`config.mk`:
```
export PLATFORM = sky130hd
export DESIGN_NAME = button_press_decoder_flat
export DESIGN_NICKNAME = d
export VERILOG_FILES = /design/src/rtl/button_press_decoder_if.sv /design/src/rtl/button_press_decoder.sv /design/src/flat_wrapper.sv
export SDC_FILE = /design/constraint.sdc
export NUM_CORES = 1
export LEC_CHECK = 0
export ABC_AREA = 1
export CAP_MARGIN = 10
export CORE_MARGIN = 2
export CORE_UTILIZATION = 55
export DETAILED_ROUTE_END_ITERATION = 7
export PLACE_DENSITY = 0.8
export SLEW_MARGIN = 20
export SYNTH_ARGS = -nofsm -noshare
export SYNTH_HDL_FRONTEND = slang
export SYNTH_SLANG_ARGS = --single-unit
```
`constraint.sdc`:
```
create_clock -name clk -period 5.37 [get_ports clk]
set_input_delay 1.074 -clock clk [delete_from_list [all_inputs] [get_ports clk]]
set_output_delay 1.074 -clock clk [all_outputs]
set_load 0.02 [all_outputs]
```
`src/rtl/button_press_decoder_if.sv`:
```
// Signal bundle between the input conditioner and the press decoder.
// The master drives the conditioned button level and edge pulses; the slave returns classified events.
interface button_press_decoder_if;
   logic       conditioned;
   logic       rising;
   logic       falling;
   logic       short_press;
   logic       long_press;
   logic       double_click;
   logic       held;
   logic       busy;
   logic [7:0] event_count;

   modport master (
      output conditioned, rising, falling,
      input  short_press, long_press, double_click, held, busy, event_count
   );

   modport slave (
      input  conditioned, rising, falling,
      output short_press, long_press, double_click, held, busy, event_count
   );
endinterface

```
`src/rtl/button_press_decoder.sv`:
```
// Classifies conditioned button activity into short press, long press and double click events.
// Every output is a register; pulses appear on the edge after the deciding sample.
module button_press_decoder #(
   parameter int unsigned LONG_T = 8,
   parameter int unsigned GAP_T  = 6,
   parameter int unsigned CW     = 16
) (
   input  logic                 clk,
   input  logic                 rst_n,
   button_press_decoder_if.slave btn
);

   typedef enum logic [2:0] {
      StIdle,
      StPressed,
      StLongHeld,
      StWaitGap,
      StSecondPress
   } state_e;

   localparam logic [CW-1:0] LongLast = CW'(LONG_T - 1);
   localparam logic [CW-1:0] GapLast  = CW'(GAP_T - 1);

   state_e        state_q, state_d;
   logic [CW-1:0] cnt_q, cnt_d;
   logic          short_q, short_d;
   logic          long_q, long_d;
   logic          dbl_q, dbl_d;
   logic          held_q, held_d;
   logic          busy_q, busy_d;
   logic [7:0]    event_q, event_d;

   // Coincident edge pulses contradict each other, so both are discarded.
   logic rise, fall;
   assign rise = btn.rising & ~btn.falling;
   assign fall = btn.falling & ~btn.rising;

   always_comb begin
      state_d = state_q;
      cnt_d   = cnt_q;
      short_d = 1'b0;
      long_d  = 1'b0;
      dbl_d   = 1'b0;
      case (state_q)
         StIdle: begin
            if (rise) begin
               state_d = StPressed;
               cnt_d   = '0;
            end
         end
         StPressed: begin
            if (fall) begin
               state_d = StWaitGap;
               cnt_d   = '0;
            end else if (cnt_q == LongLast) begin
               long_d  = 1'b1;
               state_d = StLongHeld;
               cnt_d   = '0;
            end else begin
               cnt_d = cnt_q + CW'(1);
            end
         end
         StLongHeld: begin
            // A lost falling pulse must not strand the FSM while the button is up.
            if (fall || !btn.conditioned) begin
               state_d = StIdle;
               cnt_d   = '0;
            end
         end
         StWaitGap: begin
            if (rise) begin
               state_d = StSecondPress;
               cnt_d   = '0;
            end else if (cnt_q == GapLast) begin
               short_d = 1'b1;
               state_d = StIdle;
               cnt_d   = '0;
            end else begin
               cnt_d = cnt_q + CW'(1);
            end
         end
         StSecondPress: begin
            if (fall) begin
               dbl_d   = 1'b1;
               state_d = StIdle;
               cnt_d   = '0;
            end else if (cnt_q == LongLast) begin
               long_d  = 1'b1;
               state_d = StLongHeld;
               cnt_d   = '0;
            end else begin
               cnt_d = cnt_q + CW'(1);
            end
         end
         default: begin
            state_d = StIdle;
            cnt_d   = '0;
         end
      endcase
      held_d  = (state_d == StLongHeld);
      busy_d  = (state_d != StIdle);
      event_d = event_q + 8'(short_d | long_d | dbl_d);
   end

   always_ff @(posedge clk or negedge rst_n) begin
      if (!rst_n) begin
         state_q <= StIdle;
         cnt_q   <= '0;
         short_q <= 1'b0;
         long_q  <= 1'b0;
         dbl_q   <= 1'b0;
         held_q  <= 1'b0;
         busy_q  <= 1'b0;
         event_q <= 8'd0;
      end else begin
         state_q <= state_d;
         cnt_q   <= cnt_d;
         short_q <= short_d;
         long_q  <= long_d;
         dbl_q   <= dbl_d;
         held_q  <= held_d;
         busy_q  <= busy_d;
         event_q <= event_d;
      end
   end

   assign btn.short_press  = short_q;
   assign btn.long_press   = long_q;
   assign btn.double_click = dbl_q;
   assign btn.held         = held_q;
   assign btn.busy         = busy_q;
   assign btn.event_count  = event_q;

endmodule

```
`src/flat_wrapper.sv`:
```
// flat-port wrapper written by rule: the top's interface ports become plain ports
module button_press_decoder_flat 
#(
   parameter int unsigned LONG_T = 8,
   parameter int unsigned GAP_T  = 6,
   parameter int unsigned CW     = 16
)
  (clk, rst_n, btn_conditioned, btn_rising, btn_falling, btn_short_press, btn_long_press, btn_double_click, btn_held, btn_busy, btn_event_count);
  button_press_decoder_if btn_i ();
  input  logic clk;
  input  logic rst_n;
  input wire logic [$bits(btn_i.conditioned)-1:0] btn_conditioned;
  input wire logic [$bits(btn_i.rising)-1:0] btn_rising;
  input wire logic [$bits(btn_i.falling)-1:0] btn_falling;
  output wire logic [$bits(btn_i.short_press)-1:0] btn_short_press;
  output wire logic [$bits(btn_i.long_press)-1:0] btn_long_press;
  output wire logic [$bits(btn_i.double_click)-1:0] btn_double_click;
  output wire logic [$bits(btn_i.held)-1:0] btn_held;
  output wire logic [$bits(btn_i.busy)-1:0] btn_busy;
  output wire logic [$bits(btn_i.event_count)-1:0] btn_event_count;
  assign btn_i.conditioned = btn_conditioned;
  assign btn_i.rising = btn_rising;
  assign btn_i.falling = btn_falling;
  assign btn_short_press = btn_i.short_press;
  assign btn_long_press = btn_i.long_press;
  assign btn_double_click = btn_i.double_click;
  assign btn_held = btn_i.held;
  assign btn_busy = btn_i.busy;
  assign btn_event_count = btn_i.event_count;
  button_press_decoder #(.LONG_T(LONG_T), .GAP_T(GAP_T), .CW(CW)) u_core (.clk(clk), .rst_n(rst_n), .btn(btn_i));
endmodule
```
-- Yosys cells after proc, flatten, opt, wreduce, memory -nomap -nowiden
Cells that the tools add are included.
- add/subtract/negate cells: 2
- multipliers: 0
- div/mod/pow operators: 0
- magnitude comparators: 0
- equal/unequal tests: 9
- shift operators: 0
- muxes and demuxes: 23
- bitwise logic cells: 6
- reduce and logical (&&, ||, !) cells: 6
- operators with widths (kind ; count):
    $mux 16 ; 6
    $pmux 16 s4 ; 1
    $eq 16x3->1 const B ; 2
    $mux 3 ; 7
    $add 16x1->16 const B ; 1
    $pmux 3 s5 ; 1
    $eq 3x2->1 const B ; 3
    $add 8x8->8 ; 1
    $mux 1 ; 8
    $or 8x1->8 ; 1
    $ne 2x1->1 const B ; 2
    $eq 3x1->1 const B ; 1
    $eq 3x3->1 const B ; 1
    $logic_not 3->1 ; 1
    $reduce_bool 3->1 ; 1
    $and 1x1->1 ; 2
    $not 1->1 ; 2
    $reduce_and 2->1 ; 1
    $reduce_or 2->1 ; 1
    $logic_not 1->1 ; 1
    $logic_or 1x1->1 ; 1
    $or 1x1->1 ; 1
- register bits: 32
- latch bits: 0
- bits in writable memories: 0
- ROM bits: 0
- output and inout port bits: 13
- word-level logic and storage cells: 54
- memories kept: 0

-- Longest topological paths before layout
- depth after elaboration: 7
- depth in mapped cells: 13
- gate-level depth less buffers: 12

-- Worst setup path before layout
No wires, ideal clock.
- path type: input to register
- start: input btn_falling
- end: register u_core.event_q[6] (netlist: u_core.btn.event_count[6])
- setup time: 131 ps
- arrival: 2342 ps
- required time: 5239 ps
- path slack: 2897 ps
- cell stages on the path: 12
- cell sequence: inv_1 -> nor2_4 -> inv_1 -> buf_2 -> nor2_1 -> nor2_1 -> nand2_1 -> ha_1 -> ha_1 -> nand3_1 -> nor2_1 -> xor2_1
- RTL lines (element ; line ; RTL):
    start, declared ; flat_wrapper.sv:14 ; input wire logic [$bits(btn_i.falling)-1:0] btn_falling;
    $and 1x1->1 ; button_press_decoder.sv:36 ; assign fall = btn.falling & ~btn.rising;
    $mux 1 ; button_press_decoder.sv:83 ; if (fall) begin
    $mux 1 ; button_press_decoder.sv:44 ; case (state_q)
    via u_core.dbl_d ; button_press_decoder.sv:28 ; logic dbl_q, dbl_d;
    $or 8x1->8 ; button_press_decoder.sv:102 ; event_d = event_q + 8'(short_d | long_d | dbl_d);
    $add 8x8->8 ; button_press_decoder.sv:102 ;
    via u_core.event_d[6] ; button_press_decoder.sv:31 ; logic [7:0] event_q, event_d;
    end signal, assigned ; button_press_decoder.sv:123 ; event_q <= event_d;
    end, declared ; button_press_decoder.sv:31 ;
The timed path passes the listed nets, and every way through them passes these cells.
A chain may end at the register's enable or synchronous reset.

-- Worst setup path in the final report
- start: input btn_falling
- end: register u_core.event_q[6] (netlist: u_core.btn.event_count[6])
- longest elaborated chain between the ends: 7
- RTL lines (element ; line ; RTL):
    $not 1->1 ; button_press_decoder.sv:35 ; assign rise = btn.rising & ~btn.falling;
    $and 1x1->1 ; button_press_decoder.sv:35 ;
    $mux 1 ; button_press_decoder.sv:71 ; if (rise) begin
    $mux 1 ; button_press_decoder.sv:44 ;
    $or 1x1->1 ; button_press_decoder.sv:102 ;
    $or 8x1->8 (*) ; button_press_decoder.sv:102 ;
    $add 8x8->8 (*) ; button_press_decoder.sv:102 ;
    via u_core.event_d[6] ; button_press_decoder.sv:31 ;
The timed path passes the listed nets; every way through them passes the cells marked *.

==> impl_metrics.toml <==
[outcome]
status = "completed"

[setup_path]
slowest_stage = "clkdlybuf4s50_1"
critPathMaxFanout = 12
max_stage_delay_ns = 0.45
critPathKind = "in -> reg"
cp-start-kind = "primary input"
cp_cell_sequence = "clkdlybuf4s50_1 > inv_1 > nand2_1 > inv_1 > nor2_1 > nand3_1 > nand2_1 > ha_1 > ha_1 > nand3_1 > nor2_1 > xor2_1"
required_ns = 5.63
critPathTopFamily = "simple AND/OR/NAND/NOR gates"
path_buf_inv = 3
arrival_ns = 3.18
crit_path_end_kind = "flop"
reg2reg_from = "u_core.cnt_q[0]$_DFFE_PN0P_"
cp-startpoint = "btn_falling"

[synth]
synth_area_leaders = "dfrtp_1 (42%), nand2_1 (10%), nand3_1 (7.3%)"
synth-xor-area-share = 0.05020
postSynthCellCount = 245
yosys.area.top_type_share = 0.4172
muxShareOfSynthArea = 0
synth-simple-area-share = 0.3651
ys_warn_count = 0
synth_nets = 254
netlist_area_um2 = 1919
synth_area_per_cell_um2 = 7.834
synthAdderAreaFrac = 0.02608
ys_seq_area_frac = 0.4172
synth_cell_types = 27
ys_ff_latch = 32
yosysTopAreaCell = "dfrtp_1"
synth_top_family_by_area = "simple AND/OR/NAND/NOR gates"
synth-compound-area-share = 0.06975

[sta]
tns_ns = 0
post-route-period-util = 0.5436
slew_violations = 0
slew_headroom = 0.7039
rsz0062_at_grt = "false"
timing.final.ws_setup_ns = 2.451
worstMarginPinSlew_ns = 0.4431
fmax_ghz = 0.3426
worst_clock_skew_ns = 0.02255
post-route-min-period_ns = 2.919
finalSetupViolations = 0
hold_viol = 0

[hold_path]
hp-class = "reg -> reg"
min_from = "u_core.btn.event_count[7]$_DFF_PN0_"

[cells_and_area]
multi_input_area_um2 = 980.9
regArea_um2 = 800.8
final_common_cell = "nand2_1"
area_growth_pct = 13.95
fillers = 299
layout_common_cells = "nand2_1 (52), nor2_1 (36), dfrtp_1 (32)"
layout-drive-gt1-share = 0.09774
fin_nets = 275
insertedDiodeCount = 0

[floorplanning]
io_pins = 18
rows = 21
dieWidth_um = 63.08
initial_utilization = 0.5752
coreArea_um2 = 3337
die_y_um = 63.08
dieArea_um2 = 3978

[detailed_routing]
wl_um = 3993
drtAntennaViolNets = 0
drc = 0
vias = 1664
wl_per_cell_um = 12.80
dr.pass1.iters = 4
avgViaCountPerCell = 5.333
drt-initial-drc-count = 79

[global_route]
grt-ovfl-total = 0
grt_pass1_vias = 1584
antenna_found_initial = 0
grt_usage = 0.2271
grt_max_degree = 33
grt_pass1_wl_um = 7086

[clocking]
clock_path_buffers = 2
cts_setup_buffers = 0
path_clk_slew_ns = 0.09
clock-root-buffer = "clkbuf_4"
hold_buffers = 0
cts_made_buffers = 5
cts_tree = "done"
htree_levels = 2
cts.sink_count = 32
clk_latency_ns = 0.34
cts_resized = 0

[placement]
io_buffers = 17
dp_slack_ns = 2.121
dpl.hpwl_um = 2998
gp_congestion = 0.8459

[pwr]
pwr-share-comb = 0.343
cellPowerDensity_nw_per_um2 = 309.4
swShare = 0.3872
clockPowerShare = 0.226
power.switching_uw = 262.0
internal_power_uw = 414.6
pwr-share-seq = 0.431
vdd_ir_drop_max_v = 0.0003034
power_leakage_uw = 0.001019

[job]
drv_cap = 0
## power by group through the flow
stage               registers [uW]  clock network [uW]  logic, uW
floorplan                      306                   0        161
global placement               296                   0        230
detailed placement             296                   0        233
CTS                            291                 157        235
global route                   295                 170        262
finish                         292                 153        232
## per-stage QoR
| step | cells | hold slack, ns | power, uW | area (um^2) | utilization |
|---|---|---|---|---|---|
| after floorplan | 245 | 0.5044 | 466.9 | 1919 | - |
| after global placement | 305 | 0.4620 | 526.0 | 2122 | 0.6359 |
| after detailed placement | 305 | 0.4939 | 529.3 | 2122 | 0.6359 |
| after CTS | 312 | 0.5114 | 682.9 | 2187 | 0.6554 |
| after global routing | 312 | 0.5307 | 727.5 | 2187 | 0.6554 |
| final | 312 | 0.4989 | 676.6 | 2187 | 0.6554 |
## synthesized netlist by cell type
library cell	n
nand2_1	52
nor2_1	36
dfrtp_1	32
nand3_1	28
inv_1	25
nand4_1	19
xnor2_1	6
nor2_4	5
o21bai_1	5
xor2_1	5
ha_1	4
nand2_2	3
o21ai_2	3
a21o_1	2
a21oi_1	2
buf_2	2
buf_6	2
inv_2	2
nor2_2	2
nor3_1	2
o211ai_2	2
a21oi_2	1
clkinv_1	1
nand3b_1	1
o21ai_0	1
o22ai_1	1
or3_1	1
## final timing paths
check / slack (ns) / depth (start not counted) / to
max: 2.45 / 12 / u_core.btn.event_count[6]$_DFF_PN0_
min: 0.50 / 1 / u_core.btn.event_count[7]$_DFF_PN0_
max reg2reg: 3.22 / 12 / u_core.btn.event_count[6]$_DFF_PN0_
min reg2reg: 0.50 / 1 / u_core.btn.event_count[7]$_DFF_PN0_
max in group asynchronous: 3.94 / 2 / u_core.cnt_q[8]$_DFFE_PN0P_
min in group asynchronous: 1.12 / 2 / u_core.cnt_q[12]$_DFFE_PN0P_
## state kept, by name, indices dropped and copies added (netlist names)
register / count
u_core.cnt_q: 16
u_core.btn.event_count: 8
u_core.state_q: 3
u_core.btn.busy: 1
u_core.btn.double_click: 1
u_core.btn.held: 1
u_core.btn.long_press: 1
u_core.btn.short_press: 1
## final cells by class
cell class / count / area share
clock buffer: 7 / 0.02975
inverter: 28 / 0.04805
multi-input combinational: 181 / 0.4485
sequential: 32 / 0.3661
tap: 46 / 0.02632
timing repair buffer: 18 / 0.08124
## layer usage
layer	vias to the layer above	GRT usage	share of wire
met5	-	0	0
met4	0	0.1111	0.029
met3	12	0.05000	0.041
met2	40	0.3590	0.48
met1	762	0.2951	0.45
li1	850	-	-
## kinds of logic (layout without fill, tap and decap cells)
logic type / count (synthesis) / count (layout)
AOI/OAI and AO/OA: 17 / 17
xor gates and xnor gates: 11 / 11
adders and majority gates: 4 / 4
buffers and inverters: 32 / 53
DFF: 32 / 32
and+or+nand+nor: 149 / 149
Note: power is estimated with default switching activity, not from simulation.
